--- config.mk ---
export PLATFORM = sky130hd
export DESIGN_NAME = inst_decode_stage_flat
export DESIGN_NICKNAME = d
export VERILOG_FILES = /design/src/rtl/mips_pkg.sv /design/src/rtl/inst_decode_stage_if.sv /design/src/rtl/inst_field_decode.sv /design/src/rtl/inst_decode_stage.sv /design/src/flat_wrapper.sv
export SDC_FILE = /design/constraint.sdc
export NUM_CORES = 1
export LEC_CHECK = 0
export CAP_MARGIN = 20
export CORE_ASPECT_RATIO = 1.75
export CORE_UTILIZATION = 48
export CTS_BUF_LIST = sky130_fd_sc_hd__clkbuf_4
export CTS_CLUSTER_SIZE = 24
export DETAILED_ROUTE_END_ITERATION = 10
export GPL_ROUTABILITY_DRIVEN = 0
export MAX_ROUTING_LAYER = met4
export PLACE_DENSITY = 0.84
export SYNTH_ARGS = -nofsm -noshare
export SYNTH_HDL_FRONTEND = slang
export SYNTH_SLANG_ARGS = --single-unit
--- constraint.sdc ---
create_clock -name clk -period 3.7 [get_ports clk]
set_input_delay 0.555 -clock clk [delete_from_list [all_inputs] [get_ports clk]]
set_output_delay 0.555 -clock clk [all_outputs]
set_load 0.01 [all_outputs]
--- src/rtl/mips_pkg.sv ---
// Shared MIPS encodings: opcode/funct values and the decode-stage instruction classes.
package mips_pkg;

  localparam logic [5:0] OP_RTYPE = 6'h00;
  localparam logic [5:0] OP_J     = 6'h02;
  localparam logic [5:0] OP_JAL   = 6'h03;
  localparam logic [5:0] OP_BEQ   = 6'h04;
  localparam logic [5:0] OP_BNE   = 6'h05;
  localparam logic [5:0] OP_ADDI  = 6'h08;
  localparam logic [5:0] OP_ANDI  = 6'h0C;
  localparam logic [5:0] OP_ORI   = 6'h0D;
  localparam logic [5:0] OP_LW    = 6'h23;
  localparam logic [5:0] OP_SW    = 6'h2B;

  localparam logic [5:0] FN_SLL = 6'h00;
  localparam logic [5:0] FN_SRL = 6'h02;
  localparam logic [5:0] FN_ADD = 6'h20;
  localparam logic [5:0] FN_SUB = 6'h22;
  localparam logic [5:0] FN_AND = 6'h24;
  localparam logic [5:0] FN_OR  = 6'h25;
  localparam logic [5:0] FN_SLT = 6'h2A;

  typedef enum logic [2:0] {
    CLS_R_ALU   = 3'd0,
    CLS_I_ARITH = 3'd1,
    CLS_I_LOGIC = 3'd2,
    CLS_LOAD    = 3'd3,
    CLS_STORE   = 3'd4,
    CLS_BRANCH  = 3'd5,
    CLS_JUMP    = 3'd6,
    CLS_ILLEGAL = 3'd7
  } inst_class_e;

  function automatic logic is_supported_funct(input logic [5:0] fn);
    return (fn == FN_SLL) || (fn == FN_SRL) || (fn == FN_ADD) || (fn == FN_SUB) ||
           (fn == FN_AND) || (fn == FN_OR)  || (fn == FN_SLT);
  endfunction

endpackage

--- src/rtl/inst_decode_stage_if.sv ---
// Fetch-side and decoded-side buses of the decode stage.
// Handshake: a beat moves on a rising edge where valid && ready; the master holds
// valid and its payload stable until then, and ready may depend combinationally on state.
interface inst_decode_stage_fetch_if #(
  parameter int PC_W = 32
);
  logic            in_valid;
  logic            in_ready;
  logic [31:0]     inst;
  logic [PC_W-1:0] pc_plus4;

  modport master (output in_valid, inst, pc_plus4, input in_ready);
  modport slave  (input in_valid, inst, pc_plus4, output in_ready);
endinterface

interface inst_decode_stage_dec_if #(
  parameter int DATA_W = 32,
  parameter int PC_W   = 32,
  parameter int REG_AW = 5
);
  logic              out_valid;
  logic              out_ready;
  logic [5:0]        opcode;
  logic [5:0]        funct;
  logic [4:0]        shamt;
  logic [REG_AW-1:0] rs;
  logic [REG_AW-1:0] rt;
  logic [REG_AW-1:0] rd;
  logic [DATA_W-1:0] imm_ext;
  logic [PC_W-1:0]   jump_target;
  logic [PC_W-1:0]   branch_target;
  logic [2:0]        inst_class;
  logic              illegal;

  modport master (output out_valid, opcode, funct, shamt, rs, rt, rd, imm_ext,
                  jump_target, branch_target, inst_class, illegal,
                  input out_ready);
  modport slave  (input out_valid, opcode, funct, shamt, rs, rt, rd, imm_ext,
                  jump_target, branch_target, inst_class, illegal,
                  output out_ready);
endinterface

--- src/rtl/inst_field_decode.sv ---
// Combinational field split, immediate extension, target computation and classification.
module inst_field_decode
  import mips_pkg::*;
#(
  parameter int DATA_W = 32,
  parameter int PC_W   = 32,
  parameter int REG_AW = 5
) (
  input  logic [31:0]       i_inst,
  input  logic [PC_W-1:0]   i_pc_plus4,
  output logic [5:0]        o_opcode,
  output logic [5:0]        o_funct,
  output logic [4:0]        o_shamt,
  output logic [REG_AW-1:0] o_rs,
  output logic [REG_AW-1:0] o_rt,
  output logic [REG_AW-1:0] o_rd,
  output logic [DATA_W-1:0] o_imm_ext,
  output logic [PC_W-1:0]   o_jump_target,
  output logic [PC_W-1:0]   o_branch_target,
  output inst_class_e       o_inst_class
);

  logic [DATA_W-1:0] w_imm_sext;
  logic [DATA_W-1:0] w_imm_zext;
  logic [PC_W-1:0]   w_branch_off;

  assign w_imm_sext   = {{(DATA_W-16){i_inst[15]}}, i_inst[15:0]};
  assign w_imm_zext   = {{(DATA_W-16){1'b0}}, i_inst[15:0]};
  assign w_branch_off = {{(PC_W-18){i_inst[15]}}, i_inst[15:0], 2'b00};

  always_comb begin : p_decode
    logic w_rstyle;
    logic w_itype;
    w_rstyle        = 1'b0;
    w_itype         = 1'b0;
    o_opcode        = i_inst[31:26];
    o_funct         = '0;
    o_shamt         = '0;
    o_rs            = '0;
    o_rt            = '0;
    o_rd            = '0;
    o_imm_ext       = '0;
    o_inst_class    = CLS_ILLEGAL;
    o_jump_target   = i_pc_plus4;
    o_jump_target[27:0] = {i_inst[25:0], 2'b00};
    o_branch_target = i_pc_plus4 + w_branch_off;

    case (i_inst[31:26])
      OP_RTYPE: begin
        w_rstyle = 1'b1;
        if (is_supported_funct(i_inst[5:0])) o_inst_class = CLS_R_ALU;
      end
      OP_ADDI: begin w_itype = 1'b1; o_imm_ext = w_imm_sext; o_inst_class = CLS_I_ARITH; end
      OP_ANDI,
      OP_ORI:  begin w_itype = 1'b1; o_imm_ext = w_imm_zext; o_inst_class = CLS_I_LOGIC; end
      OP_LW:   begin w_itype = 1'b1; o_imm_ext = w_imm_sext; o_inst_class = CLS_LOAD;    end
      OP_SW:   begin w_itype = 1'b1; o_imm_ext = w_imm_sext; o_inst_class = CLS_STORE;   end
      OP_BEQ,
      OP_BNE:  begin w_itype = 1'b1; o_imm_ext = w_imm_sext; o_inst_class = CLS_BRANCH;  end
      OP_J:    o_inst_class = CLS_JUMP;
      OP_JAL:  begin o_inst_class = CLS_JUMP; o_rd = REG_AW'(5'd31); end
      default: w_rstyle = 1'b1;
    endcase

    if (w_itype) begin
      o_rs = REG_AW'(i_inst[25:21]);
      o_rt = REG_AW'(i_inst[20:16]);
    end
    // Unsupported encodings still expose R-style fields for debug/trap handling.
    if (w_rstyle) begin
      o_rs    = REG_AW'(i_inst[25:21]);
      o_rt    = REG_AW'(i_inst[20:16]);
      o_rd    = REG_AW'(i_inst[15:11]);
      o_shamt = i_inst[10:6];
      o_funct = i_inst[5:0];
      if (i_inst[31:26] == OP_RTYPE && (i_inst[5:0] == FN_SLL || i_inst[5:0] == FN_SRL))
        o_rs = '0;
    end
  end

endmodule

--- src/rtl/inst_decode_stage.sv ---
// Registered decode stage: one-entry valid/ready buffer with flush, fed by inst_field_decode.
module inst_decode_stage
  import mips_pkg::*;
#(
  parameter int DATA_W = 32,
  parameter int PC_W   = 32,
  parameter int REG_AW = 5,
  parameter int CNT_W  = 16
) (
  input  logic                 clk,
  input  logic                 reset,
  input  logic                 flush,
  inst_decode_stage_fetch_if.slave fetch,
  inst_decode_stage_dec_if.master  dec,
  output logic [CNT_W-1:0]     dec_count
);

  if (DATA_W < 32) begin : g_bad_data_w
    $error("DATA_W must be >= 32");
  end
  if (PC_W < 28) begin : g_bad_pc_w
    $error("PC_W must be >= 28");
  end
  if (REG_AW < 5) begin : g_bad_reg_aw
    $error("REG_AW must be >= 5");
  end

  logic [5:0]        w_opcode, w_funct;
  logic [4:0]        w_shamt;
  logic [REG_AW-1:0] w_rs, w_rt, w_rd;
  logic [DATA_W-1:0] w_imm_ext;
  logic [PC_W-1:0]   w_jump_target, w_branch_target;
  inst_class_e       w_inst_class;
  logic              w_in_ready, w_capture, w_drain;

  logic              r_valid;
  logic [5:0]        r_opcode, r_funct;
  logic [4:0]        r_shamt;
  logic [REG_AW-1:0] r_rs, r_rt, r_rd;
  logic [DATA_W-1:0] r_imm_ext;
  logic [PC_W-1:0]   r_jump_target, r_branch_target;
  inst_class_e       r_inst_class;
  logic [CNT_W-1:0]  r_count;

  inst_field_decode #(
    .DATA_W (DATA_W),
    .PC_W   (PC_W),
    .REG_AW (REG_AW)
  ) u_field_decode (
    .i_inst          (fetch.inst),
    .i_pc_plus4      (fetch.pc_plus4),
    .o_opcode        (w_opcode),
    .o_funct         (w_funct),
    .o_shamt         (w_shamt),
    .o_rs            (w_rs),
    .o_rt            (w_rt),
    .o_rd            (w_rd),
    .o_imm_ext       (w_imm_ext),
    .o_jump_target   (w_jump_target),
    .o_branch_target (w_branch_target),
    .o_inst_class    (w_inst_class)
  );

  // Drain and capture may happen in the same cycle for full throughput.
  assign w_in_ready = !r_valid || dec.out_ready;
  assign w_capture  = fetch.in_valid && w_in_ready && !flush;
  assign w_drain    = r_valid && dec.out_ready && !flush;

  always_ff @(posedge clk) begin
    if (reset) begin
      r_valid         <= 1'b0;
      r_opcode        <= '0;
      r_funct         <= '0;
      r_shamt         <= '0;
      r_rs            <= '0;
      r_rt            <= '0;
      r_rd            <= '0;
      r_imm_ext       <= '0;
      r_jump_target   <= '0;
      r_branch_target <= '0;
      r_inst_class    <= CLS_R_ALU;
      r_count         <= '0;
    end else begin
      if (flush)          r_valid <= 1'b0;
      else if (w_capture) r_valid <= 1'b1;
      else if (w_drain)   r_valid <= 1'b0;

      if (w_capture) begin
        r_opcode        <= w_opcode;
        r_funct         <= w_funct;
        r_shamt         <= w_shamt;
        r_rs            <= w_rs;
        r_rt            <= w_rt;
        r_rd            <= w_rd;
        r_imm_ext       <= w_imm_ext;
        r_jump_target   <= w_jump_target;
        r_branch_target <= w_branch_target;
        r_inst_class    <= w_inst_class;
      end

      if (w_drain) r_count <= r_count + 1'b1;
    end
  end

  assign fetch.in_ready    = w_in_ready;
  assign dec.out_valid     = r_valid;
  assign dec.opcode        = r_opcode;
  assign dec.funct         = r_funct;
  assign dec.shamt         = r_shamt;
  assign dec.rs            = r_rs;
  assign dec.rt            = r_rt;
  assign dec.rd            = r_rd;
  assign dec.imm_ext       = r_imm_ext;
  assign dec.jump_target   = r_jump_target;
  assign dec.branch_target = r_branch_target;
  assign dec.inst_class    = r_inst_class;
  assign dec.illegal       = (r_inst_class == CLS_ILLEGAL);
  assign dec_count         = r_count;

endmodule

--- src/flat_wrapper.sv ---
// flat-port wrapper written by rule: the top's interface ports become plain ports
module inst_decode_stage_flat import mips_pkg::*;
#(
  parameter int DATA_W = 32,
  parameter int PC_W   = 32,
  parameter int REG_AW = 5,
  parameter int CNT_W  = 16
)
  (clk, reset, flush, dec_count, fetch_in_valid, fetch_inst, fetch_pc_plus4, fetch_in_ready, dec_out_valid, dec_opcode, dec_funct, dec_shamt, dec_rs, dec_rt, dec_rd, dec_imm_ext, dec_jump_target, dec_branch_target, dec_inst_class, dec_illegal, dec_out_ready);
  inst_decode_stage_fetch_if #(.PC_W(PC_W)) fetch_i ();
  inst_decode_stage_dec_if #(.DATA_W(DATA_W), .PC_W(PC_W), .REG_AW(REG_AW)) dec_i ();
  input  logic clk;
  input  logic reset;
  input  logic flush;
  output logic [CNT_W-1:0] dec_count;
  input wire logic [$bits(fetch_i.in_valid)-1:0] fetch_in_valid;
  input wire logic [$bits(fetch_i.inst)-1:0] fetch_inst;
  input wire logic [$bits(fetch_i.pc_plus4)-1:0] fetch_pc_plus4;
  output wire logic [$bits(fetch_i.in_ready)-1:0] fetch_in_ready;
  output wire logic [$bits(dec_i.out_valid)-1:0] dec_out_valid;
  output wire logic [$bits(dec_i.opcode)-1:0] dec_opcode;
  output wire logic [$bits(dec_i.funct)-1:0] dec_funct;
  output wire logic [$bits(dec_i.shamt)-1:0] dec_shamt;
  output wire logic [$bits(dec_i.rs)-1:0] dec_rs;
  output wire logic [$bits(dec_i.rt)-1:0] dec_rt;
  output wire logic [$bits(dec_i.rd)-1:0] dec_rd;
  output wire logic [$bits(dec_i.imm_ext)-1:0] dec_imm_ext;
  output wire logic [$bits(dec_i.jump_target)-1:0] dec_jump_target;
  output wire logic [$bits(dec_i.branch_target)-1:0] dec_branch_target;
  output wire logic [$bits(dec_i.inst_class)-1:0] dec_inst_class;
  output wire logic [$bits(dec_i.illegal)-1:0] dec_illegal;
  input wire logic [$bits(dec_i.out_ready)-1:0] dec_out_ready;
  assign fetch_i.in_valid = fetch_in_valid;
  assign fetch_i.inst = fetch_inst;
  assign fetch_i.pc_plus4 = fetch_pc_plus4;
  assign fetch_in_ready = fetch_i.in_ready;
  assign dec_out_valid = dec_i.out_valid;
  assign dec_opcode = dec_i.opcode;
  assign dec_funct = dec_i.funct;
  assign dec_shamt = dec_i.shamt;
  assign dec_rs = dec_i.rs;
  assign dec_rt = dec_i.rt;
  assign dec_rd = dec_i.rd;
  assign dec_imm_ext = dec_i.imm_ext;
  assign dec_jump_target = dec_i.jump_target;
  assign dec_branch_target = dec_i.branch_target;
  assign dec_inst_class = dec_i.inst_class;
  assign dec_illegal = dec_i.illegal;
  assign dec_i.out_ready = dec_out_ready;
  inst_decode_stage #(.DATA_W(DATA_W), .PC_W(PC_W), .REG_AW(REG_AW), .CNT_W(CNT_W)) u_core (.clk(clk), .reset(reset), .flush(flush), .fetch(fetch_i), .dec(dec_i), .dec_count(dec_count));
endmodule
After elaboration in Yosys (flattened, before gate mapping)
Cells that the tools add are included.
{"block": "word_totals", "reg_bits": 146, "input_bits": 69, "output_inout_bits": 150}
{"block": "op_classes", "add_sub_neg": 2, "eq_ne": 16, "mux": 15, "n_reduce_logical": 24}
{"op": "32-bit case mux with 2 select lines", "n": 1}
{"op": "6-bit == test (second input constant)", "n": 7}
{"op": "5-bit two-way mux", "n": 8}
{"op": "32-bit adder", "n": 1}
{"op": "3-bit case mux with 7 select lines", "n": 1}
{"op": "6-bit by 2-bit == test with 1-bit output (second input constant)", "n": 3}
{"op": "6-bit by 4-bit == test with 1-bit output (second input constant)", "n": 3}
{"op": "16-bit by 1-bit adder with 16-bit output (second input constant)", "n": 1}
{"op": "6-bit by 3-bit == test with 1-bit output (second input constant)", "n": 2}
{"op": "6-bit zero test", "n": 2}
{"op": "9-bit OR reduction", "n": 1}
{"op": "2-bit OR reduction", "n": 4}
{"op": "1-bit logical OR", "n": 7}
{"op": "7-bit OR reduction", "n": 1}
{"op": "6-bit two-way mux", "n": 1}
{"op": "1-bit logical AND", "n": 5}
{"op": "5-bit OR reduction", "n": 1}
{"op": "3-bit == test (second input constant)", "n": 1}
{"op": "1-bit two-way mux", "n": 3}
{"op": "3-bit two-way mux", "n": 1}
{"op": "1-bit zero test", "n": 2}
{"op": "2-bit nonzero test", "n": 1}

Longest topological paths before layout
Gate-level depths: netlist of run 1.
{"block": "logic_depth", "depth_word": 9, "ltp_mapped": 10, "ltp_nobuf": 10}

By module
Synthesis of run 1 repeated with hierarchy kept, for this count alone.
{"block": "hier_totals", "hier_cells": 1056, "area_unflattened_um2": 7855.0}
{"module": "inst_decode_stage", "instances": 1, "cells_each": 658, "area_per_inst_um2": 5251.3}
{"module": "inst_field_decode", "instances": 1, "cells_each": 398, "area_per_inst_um2": 2603.7}

Worst setup path before layout of run 1
Ideal clock, no wire load.
{"block": "synth_timing", "path_kind": "input-to-reg", "from": "input port fetch_pc_plus4[2]", "to": "register u_core.r_branch_target[28] (netlist: u_core.dec.branch_target[28])", "setup_time_ns": 0.120, "t_arrival_ns": 2.622, "setup_slack_ns": 0.959, "path_stages": 10, "path_buffers": 0, "cell_sequence": "ha_1 -> fa_1 -> a211oi_2 -> o21ai_0 -> a22o_1 -> a21oi_1 -> o21ai_1 -> a221oi_2 -> nor4_1 -> a211o_1"}
{"block": "synth_via", "elab_chain_len": 1}
{"element": "from (decl)", "line": "flat_wrapper.sv:18", "rtl": "input wire logic [$bits(fetch_i.pc_plus4)-1:0] fetch_pc_plus4;"}
{"element": "32-bit adder", "line": "inst_field_decode.sv:46", "rtl": "o_branch_target = i_pc_plus4 + w_branch_off;"}
{"element": "to (signal assigned)", "line": "inst_decode_stage.sv:97", "rtl": "r_branch_target <= w_branch_target;"}
{"element": "to (decl)", "line": "inst_decode_stage.sv:41", "rtl": "logic [PC_W-1:0] r_jump_target, r_branch_target;"}
No other way between the ends.
A chain may end at the register's enable or synchronous reset.

Worst setup path after layout of run 1
{"block": "layout_timing", "from": "input port fetch_inst[0]", "to": "register u_core.r_branch_target[28] (netlist: u_core.dec.branch_target[28])"}
{"block": "layout_via", "elab_chain_len": 1}
{"element": "from (decl)", "line": "flat_wrapper.sv:17", "rtl": "input wire logic [$bits(fetch_i.inst)-1:0] fetch_inst;"}
{"element": "32-bit adder", "line": "inst_field_decode.sv:46"}
No other way between the ends.

==> results by stage, run 1 <==
Finish:
- The net count of the finished layout is 1124.
- Leaving out fill and tap cells, the most frequent cell in the layout is clkdlybuf4s50_1.
- The area growth from synthesis to layout is 39.23%.
- The library cells used most frequently in the layout, excluding fill and tap cells, are clkdlybuf4s50_1, nand2_1, dfxtp_1.
- The utilization after layout is 68.38%.
- Cells with a size suffix above 1 make up ~6.3% of the layout.
- The number of fill cells in the layout is about 1.1k.

Clock network:
- The longest clock path from root to sink contains 2 buffers.
- The clock sink count is 131.
- Once the clock tree was built, the setup fixing pass inserted 0 buffers.
- Counting the buffers created by CTS gives 17.
- The number of levels the H-tree was split into is 4.
- The clock insertion delay at the later pin of the skew report is between 0.5 and 0.6 ns.
- The clock tree from TritonCTS is yes.
- The count of cells resized by post-cts repair is 0.
- The clock-pin slew on the worst setup and hold paths is ~0.13 ns.
- Hold repair after CTS inserted 0 buffers.
- The clock tree root buffer cell is clkbuf_4.

Critical path:
- The startpoint kind of the worst setup timing path is a primary input.
- Tracing the worst setup path back leads to its startpoint at fetch_inst[0].
- The critical register-to-register path startpoint is u_core.dec.out_valid.
- The register-to-register path setup slack is 1.72 ns.
- The maximum fanout along the worst path is 4.
- The termination of the worst setup path is u_core.dec.branch_target[28].
- The number of cells on the worst reg-to-reg path is 6.
- At the worst endpoint, the required time is between 4 and 5 ns.
- The worst setup path is captured at a flip-flop.
- The worst setup path is of the in2reg kind.
- The worst flop-to-flop path endpoint is u_core.dec.rd[2].
- Data arrives at the worst endpoint at roughly 3.4 ns.

Place:
- The quantity of I/O buffers inserted on ports is 216.
- The placed wire-length estimate after detailed placement is between 10000 and 15000 µm.

Yosys:
- In the synthesized netlist the async set-or-reset flop fraction comes to 0%.
- The synthesis warning total is 0.
- For this run, the register share of the synthesized area comes to between 40% and 50%.
- By area the synthesized netlist is led by dfxtp_1, nand2_1, a21oi_1, ha_1, nand3_1.
- Synthesis produced 838 cells.
- The count of different cell masters after synthesis is 56.
- The synthesized area divided by synthesized cell count is between 7 and 8 µm².
- The number of enable-type register cells in the synthesized netlist is 0.
- The number of register bits inferred by synthesis is between 100 and 150.
- Of all cell types, the one taking the most synthesized area is dfxtp_1.
- The flip-flop cell with the highest count after synthesis is dfxtp_1.
- The post-synth design cell area is about 6500 µm².
- The area share of the leading cell type in the synthesized netlist is roughly two fifths.

Power and ir drop:
- The net switching component of the power is 1.037 mW.
- The static leakage power is 3.395 nW.
- The clock network is responsible for between 30% and 40% of the overall power.
- Sequential cells burn about 45% of the power.
- The maximum resistive drop on vdd is 0.0002213 V.
- The sum of internal, switching and leakage power is between 3 and 4 mW.
- The share of total power dissipated in combinational logic is approximately 22%.
- The internal power consumption is between 2 and 2.5 mW.
- The switching power share of the total is 30.97%.
- The power density over the cells is 368.0 nW/µm².

STA:
- The final count of pins violating max slew is 0.
- The final hold violation count came to 0.
- For the finished layout, the period the worst path requires is 2.950 ns.
- The transition at the pin with the smallest max-transition slack is 0.8679 ns.
- Setup repair after global routing left no endpoint under its margin.
- Setup violations remaining at the end of the flow were counted as 0.
- The portion of the clock cycle consumed by the worst path in the final layout is 79.72%.
- Based on the critical path, the design can be clocked at up to 0.3390 GHz.
- The clock tree skew after final layout is between 0.02 and 0.03 ns.
- After routing, the total negative slack on setup checks comes to 0 ns.
- The relative max-transition margin is 41.96%.

Floorplanning:
- The die height is 156.4 µm.
- The I/O pin count is 219.
- The starting utilization of the core area is slightly below 50%.
- The core region is 13310 µm².
- The die covers 14110 µm².
- Measured along the x axis, the die boundary spans ~90 µm.
- The cell row count is 56.

Global route:
- The via count of the first global-routing pass is 6370.
- The maximum number of pins on one net before global-route repair is between 100 and 150.
- The total global routing overflow is 0.
- The number of antenna violations at the first check in global routing is 1.
- The first global-routing pass estimated around 32000 µm of wire.
- Global routing consumed, over all layers together, 28.97% of the routing resources.

Drt:
- The DRC violation total after the first TritonRoute iteration is around 370.
- The wire length per cell is 16.50 µm.
- Once detail routing completed, the nets flagged for antenna violations numbered 0.
- After detailed routing, the number of remaining DRC violations is 0.
- Summed over all layers, the routed wires come to 20000 µm.
- The final route contains 6729 vias.
- The first detailed-routing pass took 6 iterations.
- Dividing the detail-routed via count by the number of cells gives approximately 5.6.

Min path:
- In this run the worst hold path is classified as reg2reg.
- The worst hold path begins at u_core.dec.imm_ext[5].

Outcome:
- The flow ran to the end, and the final reports show no timing, DRC or antenna violations.

Flow run:
- Across the run, the number of max-cap violations was 0.
## cell usage after synthesis, drive strengths merged (2+ instances only)
cell,count
nand2,177
dfxtp,131
a21oi,126
nand3,54
nor2,43
clkbuf,41
o21ai,33
ha,30
buf,29
xnor2,20
a21o,19
xor2,15
a31oi,11
nand4,11
inv,10
nor3,10
a211oi,7
and3,7
nand3b,7
nor2b,7
o21bai,5
or3,5
a211o,3
a311oi,3
nand2b,3
nor3b,3
o211ai,3
o21a,3
a22o,2
and4,2
nor4,2
## critical path: stages
cell and delay [ns]:
clkdlybuf4s50_1 0.43, ha_1 0.24, fa_1 0.44, a211oi_2 0.27
o21ai_0 0.16, a22o_1 0.26, a21oi_1 0.24, o21ai_1 0.16
a221oi_2 0.30, nor4_1 0.08, a211o_1 0.25
## area by class of cell
class	count	area, µm²	area share (%)
sequential	131	2623	28.81
timing repair buffer	236	2347	25.78
clock inverter	15	195.2	2.144
clock buffer	17	127.6	1.402
antenna	1	2.502	0.02749
multi-input combinational	628	3553	39.03
inverter	10	37.54	0.4123
tap	174	217.7	2.391
## stage by stage
stage	setup WS (ns)	std cells	cell area (µm²)	hold WS, ns
after floorplan	0.9585	839	6543	0.4761
after global placement	0.2547	1179	8778	0.4371
after detailed placement	0.2032	1179	8778	0.4421
after CTS	0.7883	1211	9101	0.4601
after global routing	0.5832	1212	9104	0.4759
final	0.7503	1212	9104	0.4580
## worst min-delay path by stage
stage,endpoint,slack [ns],cells after the start
6_report,u_core.dec.imm_ext[5],0.46,2
5_1_grt,u_core.dec.rt[2],0.48,2
4_1_cts,u_core.dec.imm_ext[5],0.46,2
3_5_place_dp,u_core.dec.imm_ext[6],0.44,2
2_1_floorplan,u_core.dec.branch_target[10],0.48,2
3_3_place_gp,u_core.dec.imm_ext[5],0.44,2
## metal layers
| layer | vias up | track usage, % | wire [µm] |
|---|---|---|---|
| met4 | 0 | 17.13 | 1017 |
| met5 | - | - | 0 |
| met2 | 260 | 52.93 | 10680 |
| met3 | 70 | 4.179 | 905 |
| li1 | 3277 | - | - |
| met1 | 3122 | 29.13 | 7401 |
## power groups by stage
stage	clock, mW	sequential (mW)	combinational, mW
6_report	1.11	1.51	0.739
5_1_grt	1.19	1.51	0.799
4_1_cts	1.12	1.51	0.735
3_5_place_dp	0	1.54	0.730
3_3_place_gp	0	1.54	0.722
2_1_floorplan	0	1.56	0.371
## flip-flops by register name, indices dropped and copies added (netlist names)
signal,cells
u_core.dec.branch_target,32
u_core.dec.jump_target,30
u_core.dec.imm_ext,17
u_core.dec_count,16
u_core.dec.funct,6
u_core.dec.opcode,6
u_core.dec.rd,5
u_core.dec.rs,5
u_core.dec.rt,5
u_core.dec.shamt,5
u_core.dec.inst_class,3
u_core.dec.out_valid,1
## cell families (layout without fill, tap and decap cells)
| logic type | Yosys count | after routing | share of synthesized area, % |
|---|---|---|---|
| AND/OR/NAND/NOR | 333 | 333 | 22.64 |
| buffers and inverters | 80 | 278 | 5.683 |
| other | 1 | 3 | 0.05735 |
| XOR/XNOR | 35 | 35 | 4.688 |
| adder cells (fa/ha/maj) | 31 | 31 | 6.047 |
| flip-flops | 131 | 131 | 40.11 |
| multiplexers | 1 | 1 | 0.1531 |
| AO/OA/AOI/OAI | 226 | 226 | 20.63 |
Note: power is estimated with default switching activity, not from simulation.
==> inputs of run 2 (changes only) <==
CORE_UTILIZATION = 43   (was 48)
PLACE_DENSITY = 0.79   (was 0.84)
clock period = 2.7 ns   (was 3.7 ns; I/O delays follow)
==> results by stage, run 2 (synthesized netlist as in run 1, its figures left out) <==
Drt:
- The DRC violation total after the first TritonRoute iteration was 367 (-1.9%).
- The post-detailed-route via-to-cell ratio is 5.446 (-1.9%).
- The number of iterations in the first detailed-routing pass is 5 (-1).
- The number of remaining DRC errors is 0 (unchanged).
- The detailed-route wire length on metal 1 is 7791 µm (+5.3%).
- The wire length per cell is 16.51 µm (about the same).
- The highest layer used for signal routing is met4.
- The wire length reported by the detailed router is 21540 µm (+7.7%).
- The number of nets with antenna violations after detailed routing came to 0 (unchanged).
- The via count is 7107 (+5.6%).
- The met2 layer wire length in the routed design is 11640 µm (+9.0%).
- The met3 wire length is 1023 µm (+13%).

Clock network:
- The maximum clock insertion buffer count is 2 (unchanged).
- The clock sink count is 131 (unchanged).
- The clock tree from TritonCTS is yes.
- The clock insertion delay at the later pin of the skew report is 0.54 ns (-0.02 ns).
- The number of levels the H-tree was split into is 4 (unchanged).
- The clock-pin slew on the worst setup and hold paths came to 0.15 ns (+0.02 ns).
- The number of clock buffers inserted by TritonCTS is 17 (unchanged).
- In this run the clock root is driven by a clkbuf_4.

STA:
- The clock tree skew after final layout was 0.01853 ns (-0.01101 ns).
- The least setup slack across all paths after layout is 0.06446 ns (-0.6859 ns).
- The transition at the pin with the smallest max-transition slack is 0.7721 ns (-0.09578 ns).
- The final count of pins violating max slew came to 0 (unchanged).
- The final count of negative-setup-slack endpoints is 0 (unchanged).
- For this run, the top clock speed supported by timing is 0.3794 GHz.
- The portion of the clock cycle consumed by the worst path in the final layout is 97.61%.
- The relative max-transition margin is 48.28% (+6.3 points).
- The smallest clock period supported by the final layout is computed as 2.636 ns.
- The final hold violation count is 0 (unchanged).

Finish:
- The non-filler instance count after layout is 1305 (+7.7%).
- Compared with the post-synthesis result, the final layout area differs by 48.74%.
- The library cells used most frequently in the layout, excluding fill and tap cells, are clkdlybuf4s50_1, nand2_1, dfxtp_1.
- The total number of nets in the final design came to 1207 (+7.4%).
- The share of final-layout standard cells stronger than drive strength 1 is 13.57% (+7.3 points).
- The most frequent standard cell in the layout excluding fill and tap cells is clkdlybuf4s50_1.
- The flip-flop count of the largest register after layout came to 32 (unchanged).

Global route:
- The total global routing overflow came to 0 (unchanged).
- The combined global-route utilization of all metal layers is 27.53% (-1.4 points).
- The via count of the first global-routing pass is 6513 (+2.2%).
- The maximum number of pins on one net before global-route repair is 63 (-45%).
- The number of antenna violations at the first check in global routing was 2 (+1).
- The first-pass GRT wire length is 32000 µm (+1.3%).

Power and ir drop:
- The sum of internal, switching and leakage power is 4.537 mW (+35%).
- The static leakage power is 3.766 nW (+11%).
- The power density over the cells is 466.5 nW/µm² (+27%).
- The maximum resistive drop on vdd is 0.0002968 V (+34%).

Critical path:
- The depth of the worst register-to-register path is 8 (+2).
- The category of the most critical setup path is in2reg.
- The critical path arrival was 3.11 ns (-0.28 ns).
- The maximum single-stage delay on the critical path is 0.60 ns (+0.16 ns).
- The cell seen most often among critical-path stages is a211oi_2.
- The standard cell with the maximum stage delay on the critical path is clkdlybuf4s50_1.
- The required time of the worst setup path was 3.17 ns (-0.98 ns).
- The worst register-to-register path begins at u_core.dec_count[3].
- The worst flop-to-flop path endpoint is u_core.dec_count[15].
- STA classifies the critical path endpoint as a flip-flop.
- Walking the worst path, the cells encountered are clkdlybuf4s50_1 -> ha_1 -> a21oi_1 -> o21ai_0 -> a31oi_1 -> a211oi_2 -> buf_4 -> o211ai_2 -> a211oi_2 -> or3_1 -> a311oi_2.
- The register-to-register path setup slack came to 0.88 ns (-0.84 ns).
- The maximum fanout along the worst path is 6 (+2).
- The worst setup path is launched from a primary input.

Outcome:
- The run finished with clean final reports.

Place:
- The number of instances in the placed design was 1268 (+7.5%).
- The placement-stage worst setup slack is -0.5601 ns (-0.7633 ns).
- The quantity of I/O buffers inserted on ports is 216 (unchanged).
- The placed wire-length estimate after detailed placement is 16240 µm (+10%).

Flow run:
- The count of maximum capacitance violations was 0 (unchanged).

Min path:
- For hold timing, the worst endpoint is u_core.dec_count[10].
- In this run the worst hold path is classified as in2reg.
- The worst hold path begins at reset.
- The number of stages on the worst hold path is 2 (unchanged).

Floorplanning:
- The floorplan die area is 15720 µm² (+11%).
- The area of the core is 14840 µm² (+11%).
- The chip width came to 95.22 µm (+5.5%).
- The die height is 165.1 µm (+5.6%).
- The starting utilization of the core area came to 44.07% (-5.0 points).
- The cell row count is 59 (+5.4%).
- The I/O pin count is 219 (unchanged).
==> run 2: changes by cell type in the layout (fill, tap and decap cells not counted), sizes merged <==
cell      change
clkinvlp      +3
diode         +1
bufinv        -3
clkinv        -3
inv           +3
buf          +83
==> run 2: worst max-delay path, delay by kind of cell <==
kind            cells  cell delay [ns]
compound gates      7             1.23
buf+inv             2             0.76
simple gates        1             0.36
fa+ha+maj           1             0.34
==> run 2: how the worst max path moves through the flow <==
stage          slack [ns]              start                           end
2_1_floorplan        0.11  fetch_pc_plus4[2]  u_core.dec.branch_target[28]
3_3_place_gp        -0.52      fetch_inst[0]  u_core.dec.branch_target[30]
3_5_place_dp        -0.56      fetch_inst[0]  u_core.dec.branch_target[30]
4_1_cts              0.02      fetch_inst[0]  u_core.dec.branch_target[28]
5_1_grt             -0.02      fetch_inst[0]  u_core.dec.branch_target[28]
6_report             0.06      fetch_inst[8]  u_core.dec.branch_target[31]
==> run 2: through the flow <==
stage	hold WS, ns	TNS [ns]	utilization, %	cell area, µm²
4_1_cts	0.2713	0	65.17	9671
2_1_floorplan	0.4761	0	-	6543
5_1_grt	0.2602	-0.02504	65.55	9726
3_3_place_gp	0.4372	-5.449	63.37	9403
3_5_place_dp	0.4439	-6.332	63.37	9403
6_report	0.2985	0	65.55	9726
==> run 2: repair_timing <==
item,in CTS,in global routing
setup buffers,0,2
gates resized for setup,0,7
setup endpoints to repair,0,3
hold buffers,0,0
==> run 2: final cells by class <==
type / instances / area (µm²)
fill: 1248 / 5112
antenna: 2 / 5.005
timing repair buffer: 319 / 2987
sequential: 131 / 2623
clock inverter: 15 / 140.1
multi-input combinational: 628 / 3577
clock buffer: 17 / 127.6
tap: 183 / 229.0
inverter: 10 / 37.54
==> run 2: power by group <==
part / switching, mW / internal (mW) / leakage, nW
Sequential: 0.0491 / 2.02 / 1.07
Combinational: 0.572 / 0.594 / 2.56
Clock: 0.894 / 0.409 / 0.139
Total: 1.52 / 3.02 / 3.77
==> run 2: routing by layer <==
layer  global-route usage, %  vias to the layer above
met1                   27.76                     3328
met3                   4.304                       70
li1                        -                     3446
met2                   49.29                      263
met4                   15.77                        0
met5                       -                        -
==> inputs of run 3 (changes only) <==
CORE_UTILIZATION = 48   (was 43)
PLACE_DENSITY = 0.84   (was 0.79)
clock period = 2.9 ns   (was 2.7 ns; I/O delays follow)
==> results by stage, run 3 (synthesized netlist as in run 1, its figures left out) <==
Floorplanning:
- The floorplan die area is 14110 µm² (-10%).
- The starting utilization of the core area is 49.12% (+5.0 points).
- The die height is 156.4 µm (-5.3%).
- The I/O pin count is 219 (unchanged).
- The area of the core is 13310 µm² (-10%).
- The chip width is 90.23 µm (-5.2%).
- The cell row count is 56 (-5.1%).

Power and ir drop:
- The static leakage power is 3.684 nW (-2.2%).
- The maximum resistive drop on vdd was 0.0002660 V (-10%).
- The power density over the cells is 457.0 nW/µm² (-2.0%).

Clock network:
- The maximum clock insertion buffer count is 2 (unchanged).
- The clock-pin slew on the worst setup and hold paths was 0.13 ns (-0.02 ns).
- The clock insertion delay at the later pin of the skew report is 0.55 ns (about the same).
- The hold buffer count at cts is 0 (unchanged).
- TritonCTS built the clock tree.
- The number of levels the H-tree was split into came to 4 (unchanged).
- The number of clock buffers inserted by TritonCTS came to 17 (unchanged).
- The clock sink count is 131 (unchanged).
- The tree is rooted in a clkbuf_4.

Place:
- The number of instances in the placed design came to 1238 (-2.4%).
- The placement-stage worst setup slack is -0.4141 ns (+0.1460 ns).
- The quantity of I/O buffers inserted on ports came to 216 (unchanged).
- The placement-stage cell area is 9234 µm² (-1.8%).
- The placed wire-length estimate after detailed placement is 15780 µm (-2.9%).

STA:
- The final count of negative-setup-slack endpoints is 0 (unchanged).
- After layout, the minimum clock period comes to 2.789 ns.
- Setup repair after global routing left no endpoint under its margin.
- The worst hold slack after final layout came to 0.4160 ns (+0.1175 ns).
- The least setup slack across all paths after layout is 0.1105 ns (+0.04605 ns).
- The final count of pins violating max slew came to 0 (unchanged).
- The clock tree skew after final layout is 0.02161 ns (+0.003082 ns).
- The portion of the clock cycle consumed by the worst path in the final layout is 96.19%.
- The relative max-transition margin was 44.67% (-3.6 points).
- The final hold violation count is 0 (unchanged).
- The transition at the pin with the smallest max-transition slack is 0.8261 ns (+0.05398 ns).
- Static timing analysis puts the maximum clock frequency at roughly 0.36 GHz.

Critical path:
- The worst setup path is captured at a flip-flop.
- The maximum fanout along the worst path is 4 (-2).
- The category of the most critical setup path is in2reg.
- The required time of the worst setup path is 3.33 ns (+0.16 ns).
- STA classifies the critical path startpoint as a primary input.
- The critical path arrival is 3.22 ns (+0.11 ns).

Global route:
- The number of antenna violations at the first check in global routing is 1 (-1).
- The total global routing overflow is 0 (unchanged).
- The maximum number of pins on one net before global-route repair is 64 (+1.6%).
- The first-pass GRT wire length is 33420 µm (+4.5%).
- The combined global-route utilization of all metal layers is 30.70% (+3.2 points).
- The via count of the first global-routing pass came to 6762 (+3.8%).

Finish:
- The share of final-layout standard cells stronger than drive strength 1 is 11.49% (-2.1 points).
- The most frequent standard cell in the layout excluding fill and tap cells is clkdlybuf4s50_1.
- The total number of nets in the final design is 1184 (-1.9%).
- In the layout the commonest cells are clkdlybuf4s50_1, nand2_1, dfxtp_1.
- From synthesis to final layout, the design area changed by 46.38%.
- The flip-flop count of the largest register after layout is 32 (unchanged).
- The post-layout instance area is 9572 µm² (-1.6%).
- The non-filler instance count after layout is 1272 (-2.5%).

Drt:
- The via count was 7049 (-0.82%).
- The post-detailed-route via-to-cell ratio was 5.542 (+1.8%).
- The number of iterations in the first detailed-routing pass is 7 (+2).
- The number of remaining DRC errors is 0 (unchanged).
- The number of nets with antenna violations after detailed routing came to 0 (unchanged).
- The DRC violation total after the first TritonRoute iteration is 342 (-6.8%).
- The wire length per cell was 16.46 µm (-0.27%).
- The wire length reported by the detailed router was 20940 µm (-2.8%).

Outcome:
- The run finished with clean final reports.

Min path:
- The min-delay analysis places its worst path in the category in2reg.

Flow run:
- The count of maximum capacitance violations is 0 (unchanged).
-- run 3: changes by cell type in the layout (fill, tap and decap cells not counted), moves of 2 or more --
cell | previous run | this run
inv_8 | 4 | 0
bufinv_16 | 0 | 3
clkinv_4 | 0 | 2
buf_4 | 99 | 77
-- run 3: stage by stage --
step | utilization (%) | setup TNS [ns] | power (mW)
2_1_floorplan | - | 0 | 2.468
3_3_place_gp | 69.36 | -2.239 | 2.976
3_5_place_dp | 69.36 | -2.900 | 2.995
4_1_cts | 71.80 | 0 | 4.392
5_1_grt | 71.90 | 0 | 4.571
6_report | 71.90 | 0 | 4.375
-- run 3: critical path: stages --
cell and delay, ns:
clkdlybuf4s50_1 0.43, ha_1 0.23, fa_1 0.44, a211oi_2 0.29, o21ai_1 0.14, a22o_1 0.27
o21a_1 0.24, o221a_2 0.30, a21oi_1 0.18, xor2_1 0.16, o21ai_0 0.10
-- run 3: report_power, final --
part	internal (mW)	switching [mW]	total, mW
Combinational	0.526	0.526	1.05
Clock	0.622	0.779	1.40
Sequential	1.88	0.0431	1.92
Total	3.03	1.35	4.37
-- run 3: cell type report --
| class | instances | area [µm²] |
|---|---|---|
| timing repair buffer | 296 | 2810 |
| clock inverter | 15 | 196.4 |
| sequential | 131 | 2623 |
| antenna | 1 | 2.502 |
| tap | 174 | 217.7 |
| fill | 1054 | 3741 |
| inverter | 10 | 37.54 |
| clock buffer | 17 | 127.6 |
| multi-input combinational | 628 | 3557 |
-- run 3: final timing paths --
path                       start                            to  slack, ns  depth (start not counted)
max                fetch_inst[0]  u_core.dec.branch_target[30]       0.11                         11
min reg2reg  u_core.dec.shamt[1]           u_core.dec.shamt[1]       0.46                          2
min                        reset    u_core.dec.jump_target[29]       0.42                          2
max reg2reg  u_core.dec_count[6]          u_core.dec_count[15]       1.08                          8
-- run 3: timing repair --
action                     in CTS  in global routing
gates resized for setup         0                  2
setup buffers                   0                  1
setup endpoints to repair       0                  3
-- run 3: metal layers --
layer | vias up | routed length (µm) | global-route usage [%]
met1 | 3309 | 7493 | 30.25
met2 | 262 | 11260 | 56.34
met5 | - | 0 | -
met3 | 85 | 924 | 4.810
li1 | 3393 | - | -
met4 | 0 | 1258 | 18.59
